**src/rtl/uart_tx_buffer.sv**
```systemverilog
// uart_tx_buffer: byte FIFO in front of a UART transmitter.
// The core pushes bytes; the block pops one at a time and hands each to the
// transmitter with a single-cycle tx_start. After each start it holds off for
// a full frame, then waits for tx_busy low, so starts stay spaced even when
// the transmitter never raises tx_busy.
module uart_tx_buffer #(
    parameter int CLK_PER_HALF_BIT = 5208,
    parameter int DEPTH_LOG2       = 4
) (
    input  logic                  clock,
    input  logic                  reset,
    input  logic                  wr_en,
    input  logic [7:0]            wr_data,
    output logic                  full,
    output logic                  empty,
    output logic [DEPTH_LOG2:0]   count,
    output logic                  overflow,
    input  logic                  tx_busy,
    output logic                  tx_start,
    output logic [7:0]            sdata
);

    localparam int DEPTH      = 1 << DEPTH_LOG2;
    // A 10-bit frame spans 20 half-bit periods.
    localparam int FRAME_CLKS = 20 * CLK_PER_HALF_BIT;
    localparam int CNT_W      = (FRAME_CLKS > 1) ? $clog2(FRAME_CLKS) : 1;
    localparam logic [CNT_W-1:0] CNT_LAST = CNT_W'(FRAME_CLKS - 1);

    localparam logic [1:0] ST_IDLE  = 2'd0;
    localparam logic [1:0] ST_START = 2'd1;
    localparam logic [1:0] ST_HOLD  = 2'd2;
    localparam logic [1:0] ST_DRAIN = 2'd3;

    // Pointers carry one extra bit so full and empty are distinguishable
    // when the index bits match.
    logic [DEPTH_LOG2:0] wr_ptr_q, wr_ptr_d;
    logic [DEPTH_LOG2:0] rd_ptr_q, rd_ptr_d;
    logic [7:0]          mem_q [DEPTH];

    logic                overflow_q, overflow_d;
    logic [1:0]          state_q, state_d;
    logic [CNT_W-1:0]    cnt_q, cnt_d;
    logic                tx_start_q, tx_start_d;
    logic [7:0]          sdata_q, sdata_d;

    logic                wr_accept;
    logic                pop;
    logic [7:0]          head_byte;

    assign empty     = (wr_ptr_q == rd_ptr_q);
    assign full      = (wr_ptr_q[DEPTH_LOG2] != rd_ptr_q[DEPTH_LOG2]) &&
                       (wr_ptr_q[DEPTH_LOG2-1:0] == rd_ptr_q[DEPTH_LOG2-1:0]);
    assign count     = wr_ptr_q - rd_ptr_q;
    assign overflow  = overflow_q;
    assign tx_start  = tx_start_q;
    assign sdata     = sdata_q;

    // Full is taken from the registered pointers, so a pop in the same cycle
    // does not make room for a write arriving while full.
    assign wr_accept = wr_en && !full;
    // START is only entered with data queued, so the pop never underflows.
    assign pop       = (state_q == ST_START);
    assign head_byte = mem_q[rd_ptr_q[DEPTH_LOG2-1:0]];

    // Pointer advance and sticky drop flag.
    always_comb begin
        wr_ptr_d   = wr_ptr_q;
        rd_ptr_d   = rd_ptr_q;
        overflow_d = overflow_q;
        if (wr_accept) begin
            wr_ptr_d = wr_ptr_q + 1'b1;
        end
        if (wr_en && full) begin
            overflow_d = 1'b1;
        end
        if (pop) begin
            rd_ptr_d = rd_ptr_q + 1'b1;
        end
    end

    // Next-state logic for the start / frame-hold / drain sequencer.
    always_comb begin
        state_d    = state_q;
        cnt_d      = cnt_q;
        tx_start_d = 1'b0;
        sdata_d    = sdata_q;
        case (state_q)
            ST_IDLE: begin
                if (!empty && !tx_busy) begin
                    state_d = ST_START;
                end
            end
            ST_START: begin
                sdata_d    = head_byte;
                tx_start_d = 1'b1;
                cnt_d      = '0;
                state_d    = ST_HOLD;
            end
            ST_HOLD: begin
                // tx_busy is deliberately ignored here: the hold alone
                // guarantees frame spacing.
                if (cnt_q == CNT_LAST) begin
                    cnt_d   = '0;
                    state_d = ST_DRAIN;
                end else begin
                    cnt_d = cnt_q + 1'b1;
                end
            end
            ST_DRAIN: begin
                if (!tx_busy) begin
                    state_d = ST_IDLE;
                end
            end
            default: begin
                state_d = ST_IDLE;
            end
        endcase
    end

    // Control and output registers, cleared asynchronously.
    always_ff @(posedge clock or posedge reset) begin
        if (reset) begin
            wr_ptr_q   <= '0;
            rd_ptr_q   <= '0;
            overflow_q <= 1'b0;
            state_q    <= ST_IDLE;
            cnt_q      <= '0;
            tx_start_q <= 1'b0;
            sdata_q    <= 8'h00;
        end else begin
            wr_ptr_q   <= wr_ptr_d;
            rd_ptr_q   <= rd_ptr_d;
            overflow_q <= overflow_d;
            state_q    <= state_d;
            cnt_q      <= cnt_d;
            tx_start_q <= tx_start_d;
            sdata_q    <= sdata_d;
        end
    end

    // Storage array; contents need no reset since the pointers gate reads.
    always_ff @(posedge clock) begin
        if (wr_accept) begin
            mem_q[wr_ptr_q[DEPTH_LOG2-1:0]] <= wr_data;
        end
    end

endmodule
```
**config.mk**
```make
export PLATFORM = sky130hd
export DESIGN_NAME = uart_tx_buffer
export DESIGN_NICKNAME = d
export VERILOG_FILES = /design/src/rtl/uart_tx_buffer.sv
export SDC_FILE = /design/constraint.sdc
export NUM_CORES = 1
export LEC_CHECK = 0
export BUFFER_PORTS_ARGS = -buffer_cell sky130_fd_sc_hd__buf_2
export CAP_MARGIN = 25
export CORE_MARGIN = 5
export CORE_UTILIZATION = 30
export DETAILED_ROUTE_END_ITERATION = 8
export HOLD_SLACK_MARGIN = 0.05
export PLACE_DENSITY_LB_ADDON = 0.05
export SLEW_MARGIN = 25
export SYNTH_ARGS = -nofsm -noshare
export SYNTH_HDL_FRONTEND = slang
export SYNTH_SLANG_ARGS = --single-unit
```
**constraint.sdc**
```tcl
create_clock -name clock -period 7.6 [get_ports clock]
set_input_delay 0.38 -clock clock [delete_from_list [all_inputs] [get_ports clock]]
set_output_delay 0.38 -clock clock [all_outputs]
set_load 0.01 [all_outputs]
```
==> impl_results.md <==
* Status: finished clean
* Share of cells above drive strength 1 at 21.13%
* Footprint of the multi-input gates at 0.002046 mm2
* Largest net degree at the start of global routing at 40
* Cell Chain, Critical Path: inv_1 -> ha_1 -> and4_1 -> a21boi_2 -> nand2_1 -> nor2_1
* Die area at 0.02655 mm2
* Antenna Cells at 0
* Wire per inst at 20.94 um
* Clk slew on worst S/H paths at 70 ps
* Initial Util at 30.17%
* IR drop worst, VDD at 0.1243 mV
* Via count at 3749
* Vias in the first global route at 3952
* Root buffer cell: clkbuf_16
* CP Capture Type: register
* Vias per cell at 4.704
* IO Count at 29
* DR iter-0 viols at 225
* Clk_skew at 12.16 ps
* Critical path arrival at 3280 ps
* RSZ-0062 raised after global routing: false
* Setup_tns at 0 ps
* CTS H-tree lvls at 4
* Synth Cell Area at 0.007018 mm2
* Clk buf depth at 2
* Syn_nets at 461
* Total of max-cap violations at 0
* HP Class: input port to async pin
* Fillers at 2277
* Cts bufs inserted at 17
* Fmax achieved at 310.0 MHz
* Final nets at 493
* Hold-fix buffers at CTS at 0
* Chip height at 163.0 um
* Critical-path top delay cell: dfrtp_1
* Placed wire-length estimate at 11460 um
* First-pass GRT wire length at 25230 um
* Gate Count Post-Synth at 433
* Rows at 56
* Netlist cell types at 45
* Startpoint types: register
* Clock Latency Late Sink at 430 ps
* Seq/Total Area, Yosys at 68.68%
* Post-synthesis area per instance at 16.21 um2
* Most frequent cells in the layout: 128 x edfxtp_1, 38 x dfrtp_1, 30 x nor2_1, 28 x buf_2, 25 x mux4_2
* Core ar. at 0.02326 mm2
* Drt total wl at 16690 um
* Hold Violations, Final at 0
* Clock sink count at 167
* Cts repair resizes at 0
* CTS tree: yes
* R2R Path Start: rd_ptr_q[1]
* Setup bufs post-CTS at 0
* 1st-pass router iterations at 4
* Pleak at 0.002871 uW
* Pre-CTS WS at 4157 ps
* Buffers on Ports at 28
* Reg-to-reg slack, setup at 4370 ps
* Total grt overflow at 0
* Worst r2r path cells at 6
* Slew HR at 42.17%
* Max stage delay on crit path at 740 ps
* Post-route DRC at 0
* Fin crit period at 3225 ps
* Worst EP required at 7650 ps
* Final Cycle Share at 42.44%
* Die Wd at 163.0 um
* Crit path from: rd_ptr_q[1]
* Initial antenna violation count at 0
* Final worst-path setup slack at 4375 ps
* Reg area at 0.004821 mm2
* Routed Antenna Nets at 0
* Critical path fanouts, max at 15
* Total GRT Usage at 13.06%
* P per Cell Area at 280.6 mW/mm2
* Final slew viol count at 0
* Area growth syn-to-layout at 15.60%
* Slew @ Worst Pin at 864.3 ps
* Register bit total from synthesis at 167
* R2r endpoint: mem_q[5][1]
* WS Path Type: register to register
* Final setup viols at 0
* GPL Wtd Cong at 0.7116
* Commonest non-fill, non-tap cell in the layout: edfxtp_1
* YS warnings at 0
-- registers in the layout (all words and copies together), names as in the netlist --
name	flops
mem_q	128
wr_ptr_q	5
cnt_q	17
rd_ptr_q	5
overflow	1
state_q	2
sdata	8
tx_start	1
-- per-layer routing --
layer	wire length (um)	GRT usage, %	vias to the layer above
met5	0	0	-
met4	136	3.202	0
met3	384	3.063	8
met2	8642	22.17	39
met1	7528	17.01	1962
li1	-	-	1740
-- Yosys cell counts, drive strengths merged --
master | count | area share, %
nand2b | 4 | 0.36
xor2 | 10 | 1.2
xnor2 | 8 | 1.0
nand4 | 11 | 1.3
nand2 | 14 | 0.75
or3 | 3 | 0.27
and4 | 6 | 0.75
o22ai | 2 | 0.18
buf | 14 | 1.4
nor3 | 7 | 0.50
a311oi | 1 | 0.12
edfxtp | 128 | 55
a31oi | 1 | 0.089
o31a | 1 | 0.12
a22oi | 7 | 0.75
and2 | 4 | 0.36
a2111oi | 1 | 0.14
o31ai | 2 | 0.21
mux2i | 19 | 2.7
nor2b | 1 | 0.089
and4bb | 1 | 0.18
fa | 1 | 0.29
ha | 15 | 2.7
mux4 | 25 | 8.0
o221ai | 7 | 0.87
nor4b | 1 | 0.12
nand3 | 9 | 0.64
nor2 | 30 | 1.6
o2bb2ai | 2 | 0.25
a21boi | 1 | 0.16
clkbuf | 4 | 0.21
inv | 16 | 0.86
a21o | 3 | 0.32
a21oi | 23 | 1.8
and3 | 2 | 0.18
dfrtp | 39 | 14
nand3b | 1 | 0.11
o21ai | 8 | 0.57
o32a | 1 | 0.14
-- kinds of logic after synthesis --
group                      synth area share, %
and+or+nand+nor                          7.185
AOI/OAI and AO/OA                        5.741
DFF                                      68.68
buffers and inverters                    2.460
adders and majority gates                2.960
xor gates and xnor gates                 2.246
muxes                                    10.73
-- stage by stage --
stage | total power (uW) | instance area (um2) | utilization, % | instances | hold slack [ps]
4_1_cts | 2309 | 8107 | 34.85 | 797 | 172.8
5_1_grt | 2374 | 8113 | 34.88 | 797 | 117.5
2_1_floorplan | 1279 | 7018 | - | 433 | 464.8
3_5_place_dp | 1390 | 7483 | 32.17 | 765 | 447.4
6_report | 2277 | 8113 | 34.88 | 797 | 54.24
3_3_place_gp | 1388 | 7468 | 32.11 | 765 | 436.9
-- where the power goes --
part,switching [uW],internal [uW]
Combinational,157,86.1
Clock,408,506
Sequential,48.7,1070
-- worst max-delay path, delay by kind of cell, from the launching register on --
family / cells / cell delay, ps
fa+ha+maj: 1 / 380
compound gates: 1 / 330
flops: 1 / 740
buf+inv: 1 / 260
simple gates: 3 / 1140
-- area by class of cell --
class / instances / share of cell area (%)
tap: 319 / 4.920
clock inverter: 15 / 2.437
clock buffer: 17 / 5.244
timing repair buffer: 31 / 2.005
multi-input combinational: 232 / 25.22
sequential: 167 / 59.42
inverter: 16 / 0.7557
-- worst max path at each step --
stage | to | slack, ps | cells after the start
finish | mem_q[5][1] | 4370 | 6
global route | mem_q[5][5] | 4160 | 6
CTS | mem_q[1][7] | 4120 | 6
detailed placement | mem_q[1][0] | 4160 | 6
global placement | mem_q[0][3] | 4130 | 6
floorplan | mem_q[3][0] | 4900 | 8
(Power assumes the default switching activity.)
